--- config.mk ---
export PLATFORM = sky130hd
export DESIGN_NAME = fp_issue_scoreboard
export DESIGN_NICKNAME = d
export VERILOG_FILES = /design/src/rtl/fp_issue_scoreboard_pkg.sv /design/src/rtl/fp_scoreboard.sv /design/src/rtl/fp_issue_scoreboard.sv
export SDC_FILE = /design/constraint.sdc
export NUM_CORES = 1
export LEC_CHECK = 0
export ABC_AREA = 1
export ABC_CLOCK_PERIOD_IN_PS = 3200
export CAP_MARGIN = 20
export CORE_MARGIN = 5
export CORE_UTILIZATION = 45
export CTS_CLUSTER_SIZE = 40
export DETAILED_ROUTE_END_ITERATION = 7
export PLACE_DENSITY = 0.67
export SYNTH_ARGS = -nofsm -noshare
export SYNTH_HDL_FRONTEND = slang
export SYNTH_SLANG_ARGS = --single-unit
--- constraint.sdc ---
create_clock -name clk -period 3.2 [get_ports clk]
set_clock_uncertainty 0.05 [all_clocks]
set_input_delay 0.8 -clock clk [delete_from_list [all_inputs] [get_ports clk]]
set_output_delay 0.8 -clock clk [all_outputs]
set_load 0.1 [all_outputs]
--- src/rtl/fp_issue_scoreboard_pkg.sv ---
// Shared definitions for the FP issue stage: register space, FU function codes
// and the div/sqrt occupancy FSM encoding.
package fp_issue_scoreboard_pkg;

   localparam int unsigned VIR_REG_ADDR_WIDTH = 6;
   localparam int unsigned FU_FUNC_WIDTH      = 5;

   localparam logic [FU_FUNC_WIDTH-1:0] FU_FADD     = 5'd0;
   localparam logic [FU_FUNC_WIDTH-1:0] FU_FSUB     = 5'd1;
   localparam logic [FU_FUNC_WIDTH-1:0] FU_FMUL     = 5'd2;
   localparam logic [FU_FUNC_WIDTH-1:0] FU_FMADD    = 5'd3;
   localparam logic [FU_FUNC_WIDTH-1:0] FU_FMSUB    = 5'd4;
   localparam logic [FU_FUNC_WIDTH-1:0] FU_FNMSUB   = 5'd5;
   localparam logic [FU_FUNC_WIDTH-1:0] FU_FNMADD   = 5'd6;
   localparam logic [FU_FUNC_WIDTH-1:0] FU_FSGNJ    = 5'd7;
   localparam logic [FU_FUNC_WIDTH-1:0] FU_FMINMAX  = 5'd8;
   localparam logic [FU_FUNC_WIDTH-1:0] FU_FCMP     = 5'd9;
   localparam logic [FU_FUNC_WIDTH-1:0] FU_FCLASS   = 5'd10;
   localparam logic [FU_FUNC_WIDTH-1:0] FU_FCVT_W_S = 5'd11;
   localparam logic [FU_FUNC_WIDTH-1:0] FU_FCVT_S_W = 5'd12;
   localparam logic [FU_FUNC_WIDTH-1:0] FU_FMV_X_W  = 5'd13;
   localparam logic [FU_FUNC_WIDTH-1:0] FU_FMV_W_X  = 5'd14;
   localparam logic [FU_FUNC_WIDTH-1:0] FU_FDIV     = 5'd26;
   localparam logic [FU_FUNC_WIDTH-1:0] FU_FSQRT    = 5'd27;
   localparam logic [FU_FUNC_WIDTH-1:0] FU_FLW      = 5'd28;
   localparam logic [FU_FUNC_WIDTH-1:0] FU_FSW      = 5'd29;

   localparam logic [0:0] D_IDLE = 1'b0;
   localparam logic [0:0] D_BUSY = 1'b1;

endpackage

--- src/rtl/fp_scoreboard.sv ---
// In-flight destination tracker: one bit per virtual register, with the
// same-cycle writeback bypassed into every pending lookup.
module fp_scoreboard
   import fp_issue_scoreboard_pkg::*;
#(
   parameter int unsigned ADDR_W = VIR_REG_ADDR_WIDTH,
   parameter int unsigned NUM_RD = 4
) (
   input  logic                          clk,
   input  logic                          rst,
   input  logic                          clr_valid_i,
   input  logic [ADDR_W-1:0]             clr_addr_i,
   input  logic                          set_valid_i,
   input  logic [ADDR_W-1:0]             set_addr_i,
   input  logic [NUM_RD-1:0][ADDR_W-1:0] rd_addr_i,
   output logic [NUM_RD-1:0]             pending_o
);

   localparam int unsigned NumEntries = 2 ** ADDR_W;

   logic [NumEntries-1:0] sb_q, sb_d;

   // Set is applied after clear so a same-address collision leaves the bit set.
   always_comb begin
      sb_d = sb_q;
      if (clr_valid_i) begin
         sb_d[clr_addr_i] = 1'b0;
      end
      if (set_valid_i && (set_addr_i != '0)) begin
         sb_d[set_addr_i] = 1'b1;
      end
   end

   always_ff @(posedge clk) begin
      if (rst) begin
         sb_q <= '0;
      end else begin
         sb_q <= sb_d;
      end
   end

   always_comb begin
      pending_o = '0;
      for (int i = 0; i < NUM_RD; i++) begin
         pending_o[i] = sb_q[rd_addr_i[i]] & ~(clr_valid_i && (clr_addr_i == rd_addr_i[i]));
      end
   end

endmodule

--- src/rtl/fp_issue_scoreboard.sv ---
// Single-entry FP issue stage: holds one decoded op until RAW/WAW/div hazards
// clear, serialises the div/sqrt unit and counts hazard-stall cycles.
module fp_issue_scoreboard #(
   parameter int unsigned VIR_REG_ADDR_WIDTH = fp_issue_scoreboard_pkg::VIR_REG_ADDR_WIDTH,
   parameter int unsigned FU_FUNC_WIDTH      = fp_issue_scoreboard_pkg::FU_FUNC_WIDTH,
   parameter int unsigned STALL_CNT_WIDTH    = 16
) (
   input  logic                          clk,
   input  logic                          rst,
   input  logic                          in_valid,
   output logic                          in_ready,
   input  logic                          in_uses_rs1,
   input  logic                          in_uses_rs2,
   input  logic                          in_uses_rs3,
   input  logic                          in_uses_rd,
   input  logic [VIR_REG_ADDR_WIDTH-1:0] in_rs1,
   input  logic [VIR_REG_ADDR_WIDTH-1:0] in_rs2,
   input  logic [VIR_REG_ADDR_WIDTH-1:0] in_rs3,
   input  logic [VIR_REG_ADDR_WIDTH-1:0] in_rd,
   input  logic [11:0]                   in_imm,
   input  logic [FU_FUNC_WIDTH-1:0]      in_func,
   output logic                          iss_valid,
   input  logic                          iss_ready,
   output logic [VIR_REG_ADDR_WIDTH-1:0] iss_rs1,
   output logic [VIR_REG_ADDR_WIDTH-1:0] iss_rs2,
   output logic [VIR_REG_ADDR_WIDTH-1:0] iss_rs3,
   output logic [VIR_REG_ADDR_WIDTH-1:0] iss_rd,
   output logic [11:0]                   iss_imm,
   output logic [FU_FUNC_WIDTH-1:0]      iss_func,
   input  logic                          wb_valid,
   input  logic [VIR_REG_ADDR_WIDTH-1:0] wb_rd,
   input  logic                          div_done,
   input  logic                          flush,
   output logic                          div_busy,
   output logic [STALL_CNT_WIDTH-1:0]    stall_cnt
);

   import fp_issue_scoreboard_pkg::*;

   logic                          hold_v_q, hold_v_d;
   logic [3:0]                    uses_q;
   logic [VIR_REG_ADDR_WIDTH-1:0] rs1_q, rs2_q, rs3_q, rd_q;
   logic [11:0]                   imm_q;
   logic [FU_FUNC_WIDTH-1:0]      func_q;
   logic [0:0]                    div_state_q, div_state_d;
   logic [STALL_CNT_WIDTH-1:0]    stall_cnt_q, stall_cnt_d;
   logic [3:0]                    pending;
   logic                          is_div, hazard, fire, accept;

   fp_scoreboard #(
      .ADDR_W (VIR_REG_ADDR_WIDTH),
      .NUM_RD (4)
   ) u_sb (
      .clk         (clk),
      .rst         (rst),
      .clr_valid_i (wb_valid),
      .clr_addr_i  (wb_rd),
      .set_valid_i (fire & uses_q[3]),
      .set_addr_i  (rd_q),
      .rd_addr_i   ({rd_q, rs3_q, rs2_q, rs1_q}),
      .pending_o   (pending)
   );

   assign is_div = (func_q == FU_FUNC_WIDTH'(FU_FDIV)) || (func_q == FU_FUNC_WIDTH'(FU_FSQRT));
   assign div_busy = (div_state_q == D_BUSY);
   // uses_q is {rd, rs3, rs2, rs1}, lined up with the scoreboard read ports.
   assign hazard = (|(pending & uses_q)) | (is_div & div_busy);
   assign iss_valid = hold_v_q & ~hazard & ~flush;
   assign fire = iss_valid & iss_ready;
   assign in_ready = (~hold_v_q | fire) & ~flush;
   assign accept = in_valid & in_ready;

   assign iss_rs1 = rs1_q;
   assign iss_rs2 = rs2_q;
   assign iss_rs3 = rs3_q;
   assign iss_rd = rd_q;
   assign iss_imm = imm_q;
   assign iss_func = func_q;
   assign stall_cnt = stall_cnt_q;

   always_comb begin
      hold_v_d = hold_v_q;
      if (flush) begin
         hold_v_d = 1'b0;
      end else if (accept) begin
         hold_v_d = 1'b1;
      end else if (fire) begin
         hold_v_d = 1'b0;
      end
   end

   always_comb begin
      div_state_d = div_state_q;
      case (div_state_q)
         D_IDLE: if (fire && is_div) div_state_d = D_BUSY;
         D_BUSY: if (div_done) div_state_d = D_IDLE;
         default: div_state_d = D_IDLE;
      endcase
   end

   always_comb begin
      stall_cnt_d = stall_cnt_q;
      if (hold_v_q && hazard && (stall_cnt_q != '1)) begin
         stall_cnt_d = stall_cnt_q + 1'b1;
      end
   end

   always_ff @(posedge clk) begin
      if (rst) begin
         hold_v_q    <= 1'b0;
         uses_q      <= '0;
         rs1_q       <= '0;
         rs2_q       <= '0;
         rs3_q       <= '0;
         rd_q        <= '0;
         imm_q       <= '0;
         func_q      <= '0;
         div_state_q <= D_IDLE;
         stall_cnt_q <= '0;
      end else begin
         hold_v_q    <= hold_v_d;
         div_state_q <= div_state_d;
         stall_cnt_q <= stall_cnt_d;
         if (accept) begin
            uses_q <= {in_uses_rd, in_uses_rs3, in_uses_rs2, in_uses_rs1};
            rs1_q  <= in_rs1;
            rs2_q  <= in_rs2;
            rs3_q  <= in_rs3;
            rd_q   <= in_rd;
            imm_q  <= in_imm;
            func_q <= in_func;
         end
      end
   end

endmodule

# After elaboration in Yosys (flattened, before gate mapping)
# Cells that the tools add are included.
# word_totals
ff_bits	127
latch_bits	0
mem_bits_rw	0
rom_bits	0
inputBits	58
output_inout_bits	60
memories	0
# classes
add_sub_neg	1
multipliers	0
div	0
n_lt_le_gt_ge	7
eq_ne	7
shift	0
n_mux	19
bitwise_logic	25
reduce_logical	15
# ops
cell	count
2-to-1 mux 64 bit	2
bitwise AND 64 bit	1
inverter 64 bit	1
OR 64 bit	1
less-than comparator 6 x 7 -> 1 bit, second input constant	5
binary-select mux 1 bit (select 6 bit)	4
equality test 6 bit	4
adder 16 x 1 -> 16 bit, second input constant	1
inequality test 16 bit, second input constant	1
demux 1 bit (select 6 bit)	2
>= comparator 6 x 1 -> 1 bit, second input constant	2
bitwise AND 1 bit	11
equality test 5 bit, second input constant	2
logical AND 1 bit	10
2-to-1 mux 1 bit	10
inverter 1 bit	8
nonzero test 6 bit	1
bitwise AND 4 bit	1
OR reduction 4 bit	1
OR 1 bit	2
one-hot mux 1 bit (2 select lines)	1
nonzero test 2 bit	1
OR reduction 2 bit	1
logical OR 1 bit	1

# Logic depth before layout (Yosys ltp)
# Gate-level depths: netlist of the first run.
# logic_depth
word_depth	15
depth_mapped	22
ltp_nobuf	20

# Cells and area by module
# Synthesis of the first run repeated with hierarchy kept, for this count alone.
# unflattened
cells_unflattened	1544
area_unflattened_um2	9014.9
# modules_own_cells
mod	n_inst	cells_each	area_each_um2	seq_area_each_um2
fp_scoreboard	1	992	5560.3	1281.2
fp_issue_scoreboard	1	552	3454.6	1261.2

# Worst setup path before layout of the first run
# Ideal clock, no wire load.
# synth_timing
kind	reg-to-output
startpoint	reg rs3_q[0] (netlist: iss_rs3[0])
endpoint	out in_ready
arrival_time_ps	3847
required_time_ps	2350
setup_slack_ps	-1497
stages_incl_launch_ff	17
cell_sequence	dfxtp_1 -> buf_2 -> inv_1 -> buf_2 -> nand2_1 -> nand3_1 -> nand3_1 -> nand2_1 -> nand2_1 -> nand3_1 -> nand3_1 -> nand2_1 -> nand2_1 -> nand3_1 -> nor2_1 -> nand3_2 -> a21oi_1
# synth_between
elab_chain_cells	13
word_cells_on_any_way	15
classes_between	eq/ne: 1; mux: 2; bitwise: 10; reduce/logical: 2
# synth_rtl
item	line_no	text
from (decl)	fp_issue_scoreboard.sv:42	logic [VIR_REG_ADDR_WIDTH-1:0] rs1_q, rs2_q, rs3_q, rd_q;
from (signal assigned)	fp_issue_scoreboard.sv:128	rs3_q <= in_rs3;
parallel branches: the longest is 3 deep, another holds binary-select mux 1 bit (select 6 bit)	-	
bitwise AND 1 bit (*)	fp_scoreboard.sv:45	pending_o[i] = sb_q[rd_addr_i[i]] & ~(clr_valid_i && (clr_addr_i == rd_addr_i[i]));
bitwise AND 4 bit (*)	fp_issue_scoreboard.sv:67	assign hazard = (|(pending & uses_q)) | (is_div & div_busy);
OR reduction 4 bit (*)	fp_issue_scoreboard.sv:67	
OR 1 bit (*)	fp_issue_scoreboard.sv:67	
inverter 1 bit (*)	fp_issue_scoreboard.sv:68	assign iss_valid = hold_v_q & ~hazard & ~flush;
bitwise AND 1 bit (*) (2 in series)	fp_issue_scoreboard.sv:68	
bitwise AND 1 bit (*)	fp_issue_scoreboard.sv:69	assign fire = iss_valid & iss_ready;
OR 1 bit (*)	fp_issue_scoreboard.sv:70	assign in_ready = (~hold_v_q | fire) & ~flush;
bitwise AND 1 bit (*)	fp_issue_scoreboard.sv:70	
to (decl)	fp_issue_scoreboard.sv:11	output logic in_ready,
# Mark *: on every way between the ends. The select of a mux whose other input is x is not followed.

# Worst setup path in the final report of the first run
# layout_timing
startpoint	reg rd_q[0] (netlist: iss_rd[0])
endpoint	out in_ready
# layout_between
elab_chain_cells	13
word_cells_on_any_way	15
classes_between	eq/ne: 1; mux: 2; bitwise: 10; reduce/logical: 2
# layout_rtl
item	line_no	text
from (decl)	fp_issue_scoreboard.sv:42	
from (signal assigned)	fp_issue_scoreboard.sv:129	rd_q <= in_rd;
parallel branches: the longest is 3 deep, another holds binary-select mux 1 bit (select 6 bit)	-	
bitwise AND 1 bit (*)	fp_scoreboard.sv:45	
bitwise AND 4 bit (*)	fp_issue_scoreboard.sv:67	
OR reduction 4 bit (*)	fp_issue_scoreboard.sv:67	
OR 1 bit (*)	fp_issue_scoreboard.sv:67	
inverter 1 bit (*)	fp_issue_scoreboard.sv:68	
bitwise AND 1 bit (*) (2 in series)	fp_issue_scoreboard.sv:68	
bitwise AND 1 bit (*)	fp_issue_scoreboard.sv:69	
OR 1 bit (*)	fp_issue_scoreboard.sv:70	
bitwise AND 1 bit (*)	fp_issue_scoreboard.sv:70	
# Marks and branches as above.

==> key figures, run 1 <==
Synth
  • Syn_area_per_cell: about 5.7 µm²
  • Ys flop type: dfxtp_1
  • Share of the yosys chip area belonging to registers: 0.284
  • Number of library cell types mapped by synthesis: 33
  • Synth async-reset ratio: 0
  • Number of enable flip-flop cells after synthesis: 0
  • Net Count, Synth: 1,616
  • Post-synthesis register bit count: 127
  • Synthesized instance count: 1,557
  • Yosys warnings: 0
  • Netlist Area Pre-Place: 0.00895 mm²

Worst setup path
  • Kind of end point of the critical path: primary output
  • Largest fanout of any net on the critical path: 6
  • Worst setup path startpoint: iss_rd[0]$_SDFFE_PP0P_
  • Critical-path cell with the highest stage delay: dfxtp_4
  • Critical Path AT: 2.63 ns
  • Ordered cell list for the critical path: buf_12, clkbuf_16, nand2_1, nand2_1, nand2_1, nand2_1, nand2_1, nand2_1, nand2_1, nand2_2, nor2_2, nand2_2, nand2_2, nand3_2, nor2_4, nand3_4, a21oi_4, buf_12
  • Max incr delay on CP: 0.38 ns
  • R2r setup slk: roughly 0.32 ns
  • Category of the worst setup path launch point: flip-flop
  • Worst reg2reg endpoint: iss_rs3[0]$_SDFFE_PP0P_
  • Depth of the most critical reg-to-reg path: 23
  • Kind of critical path: reg -> out
  • Levels on crit path: 18
  • Startpoint of the most critical register-to-register path: iss_rd[0]$_SDFFE_PP0P_
  • CP most frequent cell: nand2_1
  • Data required time at the worst endpoint: 2.35 ns
  • Critical path's top delay family: simple AND/OR/NAND/NOR gates
  • Buffers and inverters on the worst path: 3

STA
  • Final number of max-transition violations: 0
  • Maximum frequency from static timing analysis: roughly 290 MHz
  • RSZ-0062 raised after global routing: yes
  • Final worst-path cycle share: 1.09
  • Period minus WS final: ~3.5 ns
  • Final setup viols: 2
  • Hold slack final: 0.444 ns
  • Final Hold Fails: 0
  • Rel. slew slack: 0.269
  • Minimum setup slack in the final design: -0.280 ns
  • Worst Tran Pin Value: between 1 and 1.5 ns

Routing
  • Number of design-rule violations left by the first detailed-router iteration: approximately 1,500
  • Total via count in the routed design: ~12,000
  • Total DRC errors in the routed layout: 0
  • Vias per std cell: ~6
  • Average wire length per cell after detail routing: 19.8 µm
  • First-pass detailed-route iteration total: 8
  • Residual antenna-violating net count after detailed routing: 0
  • Post-Route WL: 39,000 µm

Floorplan
  • Die area: between 0.02 and 0.025 mm²
  • Area of the core: 0.0195 mm²
  • Die Y-Extent: between 150 and 200 µm
  • Starting Density: 0.458
  • Die width: ~150 µm
  • Count of boundary I/O pins: about 120
  • Standard-cell rows: roughly 50

Clocking
  • Maximum clock insertion buffer count: 2
  • CTS tree: yes
  • Number of hold-repair buffers added at the cts stage: 0
  • Reg clk slew, reported paths: roughly 0.06 ns
  • Num CTS Buffers: 17
  • Worst-skew pair later-pin latency: 0.44 ns
  • Count of clock tree sinks: approximately 130
  • CTS H-Tree Depth: 4
  • Buffer type at the clock tree root: clkbuf_16

Hold path
  • Number of cells on the worst hold path: 1
  • Hold path start: stall_cnt[3]$_SDFFE_PP0P_
  • Path category of the worst min-delay check: reg -> reg
  • Worst Hold Endpoint: stall_cnt[3]$_SDFFE_PP0P_

Finish
  • Layout Area Growth over Synthesis: 32.4%
  • Count of non-filler cells in the finished layout: ~2,000
  • Fillers: between 1,500 and 2,000
  • Antenna diode instance count: 0
  • Layout cell share with drive strength beyond 1: 0.162
  • Sequential Area: approximately 0.0026 mm²
  • Area taken by multi-input logic gates: between 0.005 and 0.006 mm²
  • Total Nets Final: 1,748

Global routing
  • Initial antenna violation count: 1
  • Vias in the first global route: roughly 10,000
  • Global-route wire length before repair: 59,200 µm
  • Maximum number of pins on one net before global-route repair: 73
  • Overall global routing resource usage: 0.336
  • Remaining global-route overflow: 0

Placement
  • Half-perimeter wire length after placement: 25,400 µm
  • Post-Place Worst Slack: -0.488 ns
  • Count of buffers inserted at the top-level ports: approximately 120
  • Final GP Congestion: between 0.9 and 1
  • Cell Count Post-Placement: approximately 1,900

Pwr
  • Cell leakage power: 5.17 nW
  • Power density of the placed cells: about 420 mW/mm²
  • Worst supply voltage drop on vdd: 0.309 mV

Status
  • Outcome: complete, but fails checks
  • Violations in the final reports: negative setup slack

Run
  • Max cap viols: 0
==> stage by stage <==
| step | power (W) | setup TNS, ns | util | cell area (µm²) |
|---|---|---|---|---|
| global placement | 0.00287 | -8.52 | 0.552 | 10800 |
| global route | 0.00518 | -0.660 | 0.607 | 11800 |
| detailed placement | 0.00288 | -16.59 | 0.552 | 10800 |
| floorplan | 0.00244 | -0.0691 | - | 9090 |
| finish | 0.00503 | -0.420 | 0.607 | 11800 |
| CTS | 0.00497 | -0.259 | 0.595 | 11600 |
==> where the power goes <==
part           internal [W]  total, W  switching [W]
clock network       0.00124   0.00207       0.000834
logic              0.000391   0.00128       0.000889
registers           0.00162   0.00168      0.0000559
==> state kept, by name, summed over array words and instances, names as in the netlist <==
register   cells
div_busy       1
iss_rs3        6
hold_v_q       1
iss_func       5
iss_imm       12
iss_rd         6
stall_cnt     16
iss_rs1        6
iss_rs2        6
u_sb.sb_q     64
uses_q         4
==> metal layers <==
metal | track usage | routed length (µm)
met1 | 0.455 | 15600
met2 | 0.484 | 16100
met3 | 0.104 | 5060
met4 | 0.165 | 2250
met5 | 0 | 7
==> layout make-up <==
cell class | count | share of cell area
multi-input cells | 1142 | 0.458
flip-flops and latches | 127 | 0.219
repair buffers | 214 | 0.182
inverters | 187 | 0.0609
clock buffers | 17 | 0.0359
well taps | 265 | 0.0280
clock inverters | 15 | 0.0155
==> worst max path at each step <==
stage	to	slack, ns
after floorplan	in_ready	-0.07
after global placement	in_ready	-0.43
after detailed placement	in_ready	-0.49
after CTS	in_ready	-0.20
after global routing	in_ready	-0.39
final	in_ready	-0.28
==> cell usage in the layout (no fill, tap or decap), types with 4 or more instances in the layout <==
cell / count
nand2_1: 497
inv_1: 169
nand3_1: 168
buf_4: 125
nand4_1: 110
dfxtp_1: 105
a21oi_1: 96
o21ai_0: 85
nor2_1: 78
clkdlybuf4s50_1: 49
nand2_2: 26
buf_12: 22
clkbuf_16: 21
nor3_1: 17
dfxtp_4: 12
dfxtp_2: 10
nor3_2: 9
clkinv_1: 7
xor2_1: 7
o22ai_1: 7
xnor2_1: 7
inv_2: 6
dlygate4sd2_1: 6
o21ai_1: 5
inv_6: 5
o21ai_2: 4
==> synthesized netlist by cell type (8+ instances only) <==
| cell type | number | area (µm²) |
|---|---|---|
| nand4_1 | 110 | 688 |
| nand3_1 | 171 | 856 |
| xnor2_1 | 8 | 70.1 |
| clkbuf_1 | 39 | 146 |
| o21ai_0 | 90 | 450 |
| buf_1 | 15 | 56.3 |
| a21oi_1 | 98 | 490 |
| inv_1 | 175 | 657 |
| nor2_1 | 81 | 304 |
| nor3_1 | 21 | 105 |
| dfxtp_1 | 127 | 2540 |
| buf_2 | 41 | 205 |
| nand2_1 | 523 | 1960 |
==> logic make-up (layout without fill, tap and decap cells) <==
group / after synthesis / count (layout) / share of synthesized area
buf+inv: 288 / 433 / 0.129
xor+xnor: 15 / 15 / 0.0147
simple gates: 917 / 917 / 0.449
flops: 127 / 127 / 0.284
fa+ha+maj: 1 / 1 / 0.00140
compound gates: 209 / 209 / 0.121
==> what timing repair did <==
item,4_1_cts,5_1_grt
cloned,3,4
setup buffers,11,1
setup endpoints to repair,2,2
pin swaps,12,20
gates resized for setup,29,40
No activity file was read; power rests on OpenSTA's default activity.
==> inputs of run 2 (changes only) <==
Settings changed: MAX_ROUTING_LAYER set to met4.
==> key figures, run 2 (synthesis results as in run 1) <==
Placement
  • Final GP Congestion: 1.03 (+6.8%)
  • Count of buffers inserted at the top-level ports: 117 (unchanged)
  • Half-perimeter wire length after placement: 25,900 µm (+1.9%)

Clocking
  • CTS H-Tree Depth: 4 (unchanged)
  • CTS tree: yes
  • Reg clk slew, reported paths: 0.06 ns (about the same)
  • Maximum clock insertion buffer count: 2 (unchanged)
  • Num CTS Buffers: 17 (unchanged)
  • Buffer type at the clock tree root: clkbuf_16
  • Worst-skew pair later-pin latency: 0.43 ns (about the same)
  • Count of clock tree sinks: 127 (unchanged)

Finish
  • Layout Area Growth over Synthesis: 33.3%
  • Fillers: 1,933 (+1.4%)
  • Sequential Area: 0.00260 mm² (unchanged)
  • Area taken by multi-input logic gates: 0.00537 mm² (-0.99%)
  • Most frequent cells in the layout: nand2_1 (506), nand3_1 (170), inv_1 (167)
  • Share of the core filled with cells in the final layout: 0.611 (+0.00410)
  • Total Nets Final: 1,760 (+0.69%)
  • Layout cell share with drive strength beyond 1: 0.160 (-0.00172)
  • Leading cell type in the layout, fill and taps excluded: nand2_1
  • Register ranked first by flip-flop count: u_sb.sb_q
  • Number of flip-flops in the largest register: 64 (unchanged)

STA
  • Final number of max-transition violations: 0 (unchanged)
  • Final Hold Fails: 0 (unchanged)
  • Final setup viols: 6 (+4)
  • Total negative slack for setup checks: -0.717 ns (-0.298 ns)
  • Period minus WS final: 3.52 ns (+0.0376 ns)
  • Maximum frequency from static timing analysis: 284 MHz (-1.1%)
  • Worst Tran Pin Value: 0.870 ns (-0.221 ns)
  • Rel. slew slack: 0.420 (+0.151)
  • Minimum setup slack in the final design: -0.318 ns (-0.0376 ns)
  • Final worst-path cycle share: 1.10 (+0.0117)
  • RSZ-0062 raised after global routing: yes

Status
  • Outcome: complete, but fails checks
  • Violations in the final reports: negative setup slack

Global routing
  • Global-route wire length before repair: 58,700 µm (-0.71%)
  • Overall global routing resource usage: 0.344 (+0.00763)
  • Remaining global-route overflow: 0 (unchanged)
  • Vias in the first global route: 10,116 (-1.8%)
  • Maximum number of pins on one net before global-route repair: 73 (unchanged)
  • Initial antenna violation count: 4 (+3)

Routing
  • Vias per std cell: 5.77 (-1.7%)
  • Total DRC errors in the routed layout: 0 (unchanged)
  • Number of design-rule violations left by the first detailed-router iteration: 1,291 (-14%)
  • Average wire length per cell after detail routing: 19.9 µm (+0.12%)
  • Post-Route WL: 39,400 µm (+0.94%)
  • Residual antenna-violating net count after detailed routing: 0 (unchanged)
  • Total via count in the routed design: 11,445 (-0.87%)
  • First-pass detailed-route iteration total: 7 (-1)

Floorplan
  • Die width: 151 µm (unchanged)
  • Die Y-Extent: 151 µm (unchanged)
  • Standard-cell rows: 51 (unchanged)
  • Count of boundary I/O pins: 118 (unchanged)
  • Area of the core: 0.0195 mm² (unchanged)
  • Die area: 0.0228 mm² (unchanged)
  • Starting Density: 0.458 (unchanged)

Worst setup path
  • Kind of critical path: reg -> out
  • Largest fanout of any net on the critical path: 7 (+1)
  • Category of the worst setup path launch point: flip-flop
  • Critical Path AT: 2.67 ns (+0.04 ns)
  • Data required time at the worst endpoint: 2.35 ns (about the same)
  • Kind of end point of the critical path: primary output

Pwr
  • Cell leakage power: 5.21 nW (+0.81%)
  • Worst supply voltage drop on vdd: 0.340 mV (+10%)
  • Power density of the placed cells: 440 mW/mm² (+3.6%)

Run
  • Max cap viols: 0 (unchanged)

Hold path
  • Path category of the worst min-delay check: reg -> reg
run 2: changes by cell type in the layout (fill, tap and decap cells not counted), moves of 4 or more:
cell     previous run  this run
a21oi_1            96        92
a21oi_2             1         5
buf_12             22        17
buf_4             125       135
diode_2             0         4
nand2_1           497       506
nand2_2            26        17
o21ai_0            85        89
o21ai_2             4         0
run 2: metal layers:
layer	part of all wire	global-route usage	up-vias
li1	-	-	5384
met1	0.40	0.457	5152
met2	0.42	0.494	763
met3	0.13	0.0883	146
met4	0.051	0.148	0
met5	0	-	-
run 2: worst paths after layout:
kind                                                  from                    endpoint  slack, ns  cells after the start
worst max-delay path                iss_rd[0]$_SDFFE_PP0P_                    in_ready      -0.32                     16
worst min-delay path            stall_cnt[13]$_SDFFE_PP0P_  stall_cnt[13]$_SDFFE_PP0P_       0.45                      2
worst max register to register      iss_rd[0]$_SDFFE_PP0P_     iss_rs1[0]$_SDFFE_PP0P_      -0.08                     24
worst min register to register  stall_cnt[13]$_SDFFE_PP0P_  stall_cnt[13]$_SDFFE_PP0P_       0.45                      2
run 2: metrics by stage:
step | total power [W] | hold slack [ns] | instance area [µm²] | cells | setup slack [ns]
floorplan | 0.00244 | 0.417 | 9090 | 1557 | -0.0691
global placement | 0.00289 | 0.428 | 10900 | 1933 | -0.488
detailed placement | 0.00289 | 0.441 | 10900 | 1933 | -0.508
CTS | 0.00517 | 0.449 | 11600 | 1971 | -0.168
global route | 0.00539 | 0.471 | 11900 | 1983 | -0.382
finish | 0.00524 | 0.446 | 11900 | 1983 | -0.318
run 2: critical path, cell delays in order, from the launching register on:
cell and delay, ns:
dfxtp_4 0.56, clkbuf_16 0.23, o21ai_0 0.09, nand2_1 0.06, nand2_1 0.05, nand2_1 0.05
nand2_1 0.07, nand2_1 0.06, nand2_1 0.07, nor2_1 0.13, nand2_2 0.11, nand2_2 0.08
nand3_2 0.09, nor2_4 0.14, nand3_2 0.10, a21oi_4 0.16, buf_12 0.19
run 2: timing repair:
action                                  4_1_cts  5_1_grt
hold buffers                                  0        0
gates resized for setup                      20       44
endpoints found under the setup margin        2       65
endpoints found under the hold margin         0        0
gates cloned                                  1        7
pin swaps                                     8       27
setup buffers                                 5        2
run 2: where the power goes:
group	internal (W)	switching, W
Clock	0.00149	0.000803
Sequential	0.00162	0.0000608
Combinational	0.000386	0.000885
run 2: final cells by class:
type                       instances  share of cell area
antenna                            4            0.000839
inverter                         187              0.0619
clock buffer                      19              0.0371
sequential                       127               0.218
timing repair inverter             2             0.00147
multi-input combinational       1142               0.450
timing repair buffer             224               0.183
tap                              265              0.0278
clock inverter                    13              0.0198
